==> src/rtl/seg_decoder_mux_if.sv <==
// Bus between a seven-segment display driver and the segment decoder.
//   segments    : active-low segment bus, bit6=a .. bit0=g
//   anodes      : active-low digit enables, bit i selects digit i
//   digits      : recovered hex values, digit i in [4i+3:4i]
//   digit_valid : digit i holds a committed legal value
//   update      : one-cycle pulse on each legal commit
//   upd_idx     : index of the last legal commit, held between pulses
//   pattern_err : one-cycle pulse on each illegal-pattern commit
//   err_count   : saturating count of illegal commits
// master = display side (drives segments/anodes), slave = decoder.
interface seg_decoder_mux_if #(
    parameter int NUM_DIGITS = 2
);
    localparam int IDX_W = (NUM_DIGITS > 1) ? $clog2(NUM_DIGITS) : 1;

    logic [6:0]              segments;
    logic [NUM_DIGITS-1:0]   anodes;
    logic [4*NUM_DIGITS-1:0] digits;
    logic [NUM_DIGITS-1:0]   digit_valid;
    logic                    update;
    logic [IDX_W-1:0]        upd_idx;
    logic                    pattern_err;
    logic [7:0]              err_count;

    modport master (
        output segments, anodes,
        input  digits, digit_valid, update, upd_idx, pattern_err, err_count
    );

    modport slave (
        input  segments, anodes,
        output digits, digit_valid, update, upd_idx, pattern_err, err_count
    );
endinterface

==> src/rtl/seg_decoder_mux.sv <==
// Seven-segment decoder for a multiplexed display. Samples the segment and
// anode buses, waits for STABLE_CNT identical consecutive samples of one
// selected digit, then commits the decoded hex value for that digit.
//   clk    : single clock, rising edge
//   reset  : synchronous, active-high
//   bus    : seg_decoder_mux_if slave (segments/anodes in, decoded results out)
//
// state | meaning
// IDLE  | no digit selected (zero or several anodes low)
// TRACK | counting identical samples of the current run
// HELD  | run committed, waiting for the sample to change
module seg_decoder_mux #(
    parameter int NUM_DIGITS = 2,
    parameter int STABLE_CNT = 4
) (
    input logic              clk,
    input logic              reset,
    seg_decoder_mux_if.slave bus
);
    localparam int IDX_W = (NUM_DIGITS > 1) ? $clog2(NUM_DIGITS) : 1;

    localparam logic [1:0] IDLE  = 2'd0;
    localparam logic [1:0] TRACK = 2'd1;
    localparam logic [1:0] HELD  = 2'd2;

    localparam logic [1:0] KIND_LEGAL   = 2'd0;
    localparam logic [1:0] KIND_BLANK   = 2'd1;
    localparam logic [1:0] KIND_ILLEGAL = 2'd2;

    localparam logic [3:0] CNT_FULL = 4'(STABLE_CNT);
    localparam logic [3:0] CNT_LAST = 4'(STABLE_CNT - 1);

    logic [6:0]              seg_q;
    logic [NUM_DIGITS-1:0]   an_q;
    logic [1:0]              state;
    logic [3:0]              run_cnt;
    logic [6:0]              run_seg;
    logic [IDX_W-1:0]        run_idx;

    logic [4*NUM_DIGITS-1:0] digits_q;
    logic [NUM_DIGITS-1:0]   digit_valid_q;
    logic                    update_q;
    logic [IDX_W-1:0]        upd_idx_q;
    logic                    pattern_err_q;
    logic [7:0]              err_count_q;

    logic                    sel_valid;
    logic [IDX_W-1:0]        sel_idx;
    logic                    same_run;
    logic [1:0]              kind;
    logic [3:0]              dec_val;

    assign bus.digits      = digits_q;
    assign bus.digit_valid = digit_valid_q;
    assign bus.update      = update_q;
    assign bus.upd_idx     = upd_idx_q;
    assign bus.pattern_err = pattern_err_q;
    assign bus.err_count   = err_count_q;

    // A sample is usable only when exactly one digit is enabled.
    always_comb begin
        sel_idx   = '0;
        sel_valid = ($countones(~an_q) == 1);
        for (int i = 0; i < NUM_DIGITS; i++) begin
            if (!an_q[i]) sel_idx = IDX_W'(i);
        end
    end

    assign same_run = sel_valid && (seg_q == run_seg) && (sel_idx == run_idx);

    always_comb begin
        kind    = KIND_LEGAL;
        dec_val = 4'h0;
        case (seg_q)
            7'b0000001: dec_val = 4'h0;
            7'b1001111: dec_val = 4'h1;
            7'b0010010: dec_val = 4'h2;
            7'b0000110: dec_val = 4'h3;
            7'b1001100: dec_val = 4'h4;
            7'b0100100: dec_val = 4'h5;
            7'b0100000: dec_val = 4'h6;
            7'b0001111: dec_val = 4'h7;
            7'b0000000: dec_val = 4'h8;
            7'b0000100: dec_val = 4'h9;
            7'b0001000: dec_val = 4'hA;
            7'b1100000: dec_val = 4'hB;
            7'b0110001: dec_val = 4'hC;
            7'b1000010: dec_val = 4'hD;
            7'b0110000: dec_val = 4'hE;
            7'b0111000: dec_val = 4'hF;
            7'b1111111: kind = KIND_BLANK;
            default:    kind = KIND_ILLEGAL;
        endcase
    end

    always_ff @(posedge clk) begin
        if (reset) begin
            seg_q         <= 7'h7F;
            an_q          <= '1;
            state         <= IDLE;
            run_cnt       <= 4'd0;
            run_seg       <= 7'h7F;
            run_idx       <= '0;
            digits_q      <= '0;
            digit_valid_q <= '0;
            update_q      <= 1'b0;
            upd_idx_q     <= '0;
            pattern_err_q <= 1'b0;
            err_count_q   <= 8'd0;
        end else begin
            seg_q         <= bus.segments;
            an_q          <= bus.anodes;
            update_q      <= 1'b0;
            pattern_err_q <= 1'b0;

            case (state)
                IDLE: begin
                    if (sel_valid) begin
                        state   <= TRACK;
                        run_cnt <= 4'd1;
                        run_seg <= seg_q;
                        run_idx <= sel_idx;
                    end
                end
                TRACK: begin
                    if (!sel_valid) begin
                        state   <= IDLE;
                        run_cnt <= 4'd0;
                    end else if (!same_run) begin
                        run_cnt <= 4'd1;
                        run_seg <= seg_q;
                        run_idx <= sel_idx;
                    end else if (run_cnt == CNT_LAST) begin
                        // The count reaches STABLE_CNT on this edge, so the
                        // commit is registered here rather than one edge later.
                        state   <= HELD;
                        run_cnt <= CNT_FULL;
                        case (kind)
                            KIND_LEGAL: begin
                                digits_q[4*sel_idx +: 4] <= dec_val;
                                digit_valid_q[sel_idx]   <= 1'b1;
                                update_q                 <= 1'b1;
                                upd_idx_q                <= sel_idx;
                            end
                            KIND_BLANK: begin
                                digit_valid_q[sel_idx] <= 1'b0;
                            end
                            default: begin
                                digit_valid_q[sel_idx] <= 1'b0;
                                pattern_err_q          <= 1'b1;
                                if (err_count_q != 8'hFF) err_count_q <= err_count_q + 8'd1;
                            end
                        endcase
                    end else begin
                        run_cnt <= run_cnt + 4'd1;
                    end
                end
                HELD: begin
                    if (!sel_valid) begin
                        state   <= IDLE;
                        run_cnt <= 4'd0;
                    end else if (!same_run) begin
                        state   <= TRACK;
                        run_cnt <= 4'd1;
                        run_seg <= seg_q;
                        run_idx <= sel_idx;
                    end
                end
                default: begin
                    state   <= IDLE;
                    run_cnt <= 4'd0;
                end
            endcase
        end
    end
endmodule

==> src/flat_wrapper.sv <==
// flat-port wrapper written by rule: the top's interface ports become plain ports
module seg_decoder_mux_flat 
#(
    parameter int NUM_DIGITS = 2,
    parameter int STABLE_CNT = 4
)
  (clk, reset, bus_segments, bus_anodes, bus_digits, bus_digit_valid, bus_update, bus_upd_idx, bus_pattern_err, bus_err_count);
  seg_decoder_mux_if #(.NUM_DIGITS(NUM_DIGITS)) bus_i ();
  input logic clk;
  input logic reset;
  input wire logic [$bits(bus_i.segments)-1:0] bus_segments;
  input wire logic [$bits(bus_i.anodes)-1:0] bus_anodes;
  output wire logic [$bits(bus_i.digits)-1:0] bus_digits;
  output wire logic [$bits(bus_i.digit_valid)-1:0] bus_digit_valid;
  output wire logic [$bits(bus_i.update)-1:0] bus_update;
  output wire logic [$bits(bus_i.upd_idx)-1:0] bus_upd_idx;
  output wire logic [$bits(bus_i.pattern_err)-1:0] bus_pattern_err;
  output wire logic [$bits(bus_i.err_count)-1:0] bus_err_count;
  assign bus_i.segments = bus_segments;
  assign bus_i.anodes = bus_anodes;
  assign bus_digits = bus_i.digits;
  assign bus_digit_valid = bus_i.digit_valid;
  assign bus_update = bus_i.update;
  assign bus_upd_idx = bus_i.upd_idx;
  assign bus_pattern_err = bus_i.pattern_err;
  assign bus_err_count = bus_i.err_count;
  seg_decoder_mux #(.NUM_DIGITS(NUM_DIGITS), .STABLE_CNT(STABLE_CNT)) u_core (.clk(clk), .reset(reset), .bus(bus_i));
endmodule
==> config.mk <==
export PLATFORM = sky130hd
export DESIGN_NAME = seg_decoder_mux_flat
export DESIGN_NICKNAME = d
export VERILOG_FILES = /design/src/rtl/seg_decoder_mux_if.sv /design/src/rtl/seg_decoder_mux.sv /design/src/flat_wrapper.sv
export SDC_FILE = /design/constraint.sdc
export NUM_CORES = 1
export LEC_CHECK = 0
export ABC_AREA = 1
export CORE_AREA = 2 2 90 92
export CTS_CLUSTER_DIAMETER = 30
export CTS_CLUSTER_SIZE = 25
export DETAILED_ROUTE_END_ITERATION = 8
export DIE_AREA = 0 0 92 94
export GPL_ROUTABILITY_DRIVEN = 0
export SLEW_MARGIN = 25
export SYNTH_ARGS = -nofsm -noshare
export SYNTH_HDL_FRONTEND = slang
export SYNTH_SLANG_ARGS = --single-unit
==> constraint.sdc <==
create_clock -name clk -period 1.9 [get_ports clk]
set_input_delay 0.38 -clock clk [delete_from_list [all_inputs] [get_ports clk]]
set_output_delay 0.38 -clock clk [all_outputs]
set_load 0.02 [all_outputs]
==> results of run 1 <==
==> per-stage QoR <==
step | cell area (sq um) | utilization [%] | hold slack (ns) | setup WS (ns)
2_1_floorplan | 2620 | - | 0.468 | 0.0801
3_3_place_gp | 3140 | 41.2 | 0.482 | 0.0629
3_5_place_dp | 3140 | 41.2 | 0.492 | 0.0374
4_1_cts | 3220 | 42.3 | 0.507 | 0.0218
5_1_grt | 3290 | 43.2 | 0.529 | 0.00148
6_report | 3290 | 43.2 | 0.503 | 0.146
==> cells in the mapped netlist (all sizes together) <==
cell type / count
nor3: 10
a31oi: 1
nor2: 74
nand3: 25
nand2: 126
inv: 57
xor2: 1
o211ai: 7
or2: 10
a21oi: 15
buf: 3
o21ai: 9
and2: 1
nor4: 1
nand4: 10
nand3b: 2
a211oi: 1
clkbuf: 3
ha: 6
dfxtp: 44
==> where the power goes <==
part	internal [mW]	total, mW	switching [mW]
logic	0.290	0.712	0.422
clock network	0.249	0.573	0.323
registers	1.02	1.11	0.0916
total	1.56	2.40	0.837
==> worst max-delay path by stage <==
stage	startpoint	end	slack (ns)	depth (start not counted)
2_1_floorplan	u_core.bus.err_count[0]$_SDFFE_PP0P_	u_core.bus.err_count[3]$_SDFFE_PP0P_	0.08	7
3_3_place_gp	u_core.seg_q[4]$_SDFF_PP1_	u_core.bus.err_count[2]$_SDFFE_PP0P_	0.06	13
3_5_place_dp	u_core.seg_q[4]$_SDFF_PP1_	u_core.bus.err_count[0]$_SDFFE_PP0P_	0.04	13
4_1_cts	u_core.seg_q[4]$_SDFF_PP1_	u_core.bus.err_count[2]$_SDFFE_PP0P_	0.02	13
5_1_grt	u_core.seg_q[0]$_SDFF_PP1_	u_core.bus.err_count[1]$_SDFFE_PP0P_	0.001	11
6_report	u_core.seg_q[3]$_SDFF_PP1_	u_core.bus.digits[5]$_SDFFE_PP0P_	0.15	11
==> per-layer routing <==
metal	GRT usage [%]	vias to the layer above	routed length (microns)
li1	-	1365	-
met1	19.9	1151	3010
met5	0	-	0
met4	5.72	0	66
met2	28.6	41	3050
met3	2.57	6	173
==> cells by family after synthesis <==
logic type / count (synthesis) / synth area share [%]
xor gates and xnor gates: 1 / 0.335
buffers and inverters: 63 / 9.36
DFF: 44 / 33.6
adders and majority gates: 6 / 2.87
AOI/OAI and AO/OA: 33 / 7.41
and+or+nand+nor: 259 / 46.4
==> critical path, stage by stage (launching register included) <==
cell	delay, ns
dfxtp_2	0.40
nand2_1	0.11
nor2_1	0.25
nand2_1	0.11
nand2_1	0.11
inv_1	0.05
nand2_1	0.10
nor2_4	0.05
nand2_2	0.13
nand3_2	0.17
nor2_1	0.14
nor2_1	0.05
==> area by class of cell <==
class | instances | area [sq um]
Clock buffer | 5 | 68.8
Clock inverter | 2 | 12.5
Fill cell | 804 | 4320
Inverter | 57 | 214
Multi-Input combinational cell | 300 | 1550
Sequential cell | 44 | 897
Tap cell | 102 | 128
Timing Repair Buffer | 44 | 420
==> flip-flops by register name, indices dropped and copies added, names as in the netlist, named ones only <==
register / flops
u_core.an_q: 2
u_core.bus.digits: 8
u_core.bus.err_count: 8
u_core.bus.pattern_err: 1
u_core.bus.upd_idx: 1
u_core.bus.update: 1
u_core.run_cnt: 4
u_core.run_idx: 1
u_core.run_seg: 7
u_core.seg_q: 7
u_core.state: 2
==> results.cfg, run 1 <==
[grt]
grt_max_degree = 23
antenna_found_initial = 0
grt_overflow = 0
grt_pass1_wl_microns = 11400
first_global_vias = 2525
track_usage_pct = 16.2

[clocking]
clock_latency_ns = 0.29
ctsHtreeMaxLevel = 2
root_buffer = clkbuf_8
path_clk_slew_ns = 0.08
clkSinkCount = 44
cts_buffer_depth = 2
post_cts_resized = 0
numCtsBuffers = 5
post_cts_buffers = 0
ctsHoldBuffers = 0
cts_tree = done

[yosys]
synth_area_sq_mm = 0.00262
syn_nets = 423
yosys_warnings = 0
syn_area_per_cell_sq_um = 6.45
synth-seq-cells = 44
ys_seq_area_share_pct = 33.6
synth.top_cells.by_area = dfxtp_1, nand2_1, nor2_1
synth.top_cell.area_share_pct = 33.6
synth_top_area_cell = dfxtp_1
synth_cell_types = 31
synthCells = 406

[final_layout]
layout_common_cells = nand2_1, nor2_1, inv_1
diodes = 0
fin_cells = 554
area_growth_pct = 25.6
drive_above_1_share_pct = 18.4
final_common_cell = nand2_1
fin_nets = 469

[timing]
clock_skew_ns = 0.00518
slew_headroom_pct = 78.4
setup-violations-final = 0
rsz0062_at_grt = no
period_needed_ns = 1.75
period_share_pct = 92.3
hold_violations = 0
drv_slew = 0
worst_pin_slew_ns = 0.323
max_freq_mhz = 570
tns_ns = 0

[drt]
drtIter0Drc = 121
via_count = 2563
route.detailed.drc = 0
drt_pass1_iterations = 4
wirelength_microns = 6300
wl_per_cell_microns = 11.4
vias_per_cell = 4.63
drtAntennaViolNets = 0

[floorplan]
io_pins = 32
die_w_microns = 92
dieArea_sq_mm = 0.00865
die_h_microns = 94
rows = 32
start_util_pct = 34.4
core_sq_mm = 0.00761

[flow_run]
max_cap_viol_count = 0

[pwr]
finalPower_mw = 2.40
p_per_area_mw_per_mm2 = 729
vdd_drop_max_mv = 0.388
p_leak_nw = 1.62

[setup_path]
regToRegSetupSlack_ns = 0.15
start_kind = register
r2r-end = u_core.bus.digits[5]$_SDFFE_PP0P_
cp_max_fo = 7
arrival_ns = 1.95
rr_worst_depth = 11
cp-end-kind = register
reg2reg_from = u_core.seg_q[3]$_SDFF_PP1_
critPathKind = reg2reg
cp.required_ns = 2.10

[placed_design]
portBuffers = 31
hpwl_microns = 4860
dp.cells = 546

[hold_path]
hold_end = u_core.run_seg[4]$_SDFFE_PP1P_
hp-class = reg2reg
hold_depth = 2
hp-start = u_core.run_seg[4]$_SDFFE_PP1P_

[status]
outcome = completed
No activity file was read; power rests on OpenSTA's default activity.
==> inputs of run 2 (changes only) <==
- CAP_MARGIN: not set -> 20
- SETUP_SLACK_MARGIN: not set -> 0.3
==> results.cfg, run 2 (synthesized netlist as in run 1, its figures left out) <==
[floorplan]
die_h_microns = 94
rows = 32
die_w_microns = 92
dieArea_sq_mm = 0.00865
io_pins = 32
start_util_pct = 34.4
core_sq_mm = 0.00761

[timing]
worst_pin_slew_ns = 0.333
max_freq_mhz = 573
period_needed_ns = 1.75
setup-violations-final = 0
period_share_pct = 91.9
clock_skew_ns = 0.00701
timing.hold.ws_ns = 0.496
drv_slew = 0
slew_headroom_pct = 77.7
rsz0062_at_grt = yes
hold_violations = 0

[final_layout]
final_common_cell = nand2_1
drive_above_1_share_pct = 40.0
nFillCells = 764
fin_nets = 489
diodes = 0
area_growth_pct = 47.8
fin_cells = 575
utilization_pct = 50.9
layout_common_cells = nand2_1, nor2_1, inv_1

[clocking]
ctsHoldBuffers = 0
clock_latency_ns = 0.31
cts_tree = done
root_buffer = clkbuf_8
cts_buffer_depth = 2
numCtsBuffers = 5
path_clk_slew_ns = 0.09
ctsHtreeMaxLevel = 2
clkSinkCount = 44

[setup_path]
critPathKind = reg2reg
cp.required_ns = 2.11
crit_buf_inv = 2
start_kind = register
crit_chain = inv_6 -> nand2_4 -> nand2_2 -> nor2_4 -> nand2_4 -> nor2_8 -> buf_12 -> nand3b_4 -> nor2_4 -> nand3_2 -> nand2_1 -> nor2_1
arrival_ns = 1.96
cp_max_fo = 6
regToRegSetupSlack_ns = 0.15
crit_family = simple AND/OR/NAND/NOR gates
cp-end-kind = register
critPathMaxStageDelay_ns = 0.43
cp_slowest_cell = dfxtp_4

[pwr]
combPwrFrac_pct = 32.2
p_int_mw = 1.79
seq_power_share_pct = 40.9
p_clk_share_pct = 26.9
p_per_area_mw_per_mm2 = 721
power_switching_mw = 1.00
p_leak_nw = 1.94
netSwitchingFraction_pct = 35.8
vdd_drop_max_mv = 0.402
finalPower_mw = 2.79

[grt]
first_global_vias = 2486
grt_pass1_wl_microns = 11300
grt_overflow = 0
antenna_found_initial = 0
track_usage_pct = 16.2
grt_max_degree = 23

[status]
outcome = completed

[drt]
wl_per_cell_microns = 12.2
drt_pass1_iterations = 5
drtAntennaViolNets = 0
wirelength_microns = 7000
via_count = 2718
drtIter0Drc = 133
route.detailed.drc = 0
vias_per_cell = 4.73

[hold_path]
hp-class = reg2reg

[placed_design]
dp.cells = 541
portBuffers = 31
hpwl_microns = 4850

[flow_run]
max_cap_viol_count = 0
## run 2: changes by cell type in the layout (fill, tap and decap cells not counted), moves of 11 or more
cell             previous run  this run
buf_4                      12        26
clkdlybuf4s50_1            31        10
dlygate4sd2_1               0        21
nand2_1                   113        76
nand2_2                    12        32
nand2_4                     1        18
nand3_1                    21        10
nor2_1                     61        48
## run 2: stage by stage
| stage | setup slack, ns | setup TNS, ns | cell area, sq um |
|---|---|---|---|
| 6_report | 0.154 | 0 | 3870 |
| 5_1_grt | 0.0284 | 0 | 3870 |
| 4_1_cts | 0.204 | 0 | 3500 |
| 3_5_place_dp | 0.00622 | 0 | 3120 |
| 3_3_place_gp | -0.00411 | -0.00768 | 3120 |
| 2_1_floorplan | 0.314 | 0 | 2640 |
## run 2: metal layers
metal / part of all wire [%] / GRT usage (%) / routed length (microns)
met5: 0 / 0 / 0
met4: 1.8 / 5.47 / 129
met3: 2.4 / 2.49 / 171
met2: 52 / 29.2 / 3640
met1: 44 / 19.8 / 3050
## run 2: worst register-to-register path, cell delays in order (launching register included)
cell and delay [ns]:
dfxtp_4 0.43, inv_6 0.06, nand2_4 0.06, nand2_2 0.06
nor2_4 0.11, nand2_4 0.08, nor2_8 0.19, buf_12 0.13
nand3b_4 0.10, nor2_4 0.23, nand3_2 0.09, nand2_1 0.07
nor2_1 0.04
## run 2: timing repair
item                                    in CTS  in global routing
gates resized for setup                     93                 75
setup buffers                                8                 17
cloned                                       1                  0
pin swaps                                   26                 43
endpoints found under the setup margin      56                 34
## run 2: final timing paths
kind,startpoint,end,cells after the start
setup reg to reg,u_core.seg_q[0]$_SDFF_PP1_,u_core.bus.err_count[3]$_SDFFE_PP0P_,12
hold reg to reg,u_core.run_cnt[0]$_SDFFE_PP0P_,u_core.run_cnt[0]$_SDFFE_PP0P_,2
setup / recovery,u_core.seg_q[0]$_SDFF_PP1_,u_core.bus.err_count[3]$_SDFFE_PP0P_,12
hold / removal,u_core.run_cnt[0]$_SDFFE_PP0P_,u_core.run_cnt[0]$_SDFFE_PP0P_,2
## run 2: final cells by class
class,count,area (sq um),area share [%]
Multi-Input combinational cell,300,1890,48.7
Sequential cell,44,921,23.8
Timing Repair Buffer,64,584,15.1
Inverter,57,236,6.11
Tap cell,102,128,3.30
Clock buffer,5,68.8,1.78
Clock inverter,3,46.3,1.20
## run 2: power by group through the flow
stage	clock network, mW	logic [mW]	registers, mW
finish	0.750	0.900	1.14
floorplan	0	0.537	1.11
detailed placement	0	0.680	1.13
global placement	0	0.681	1.13
CTS	0.771	0.771	1.12
global route	0.804	0.999	1.16
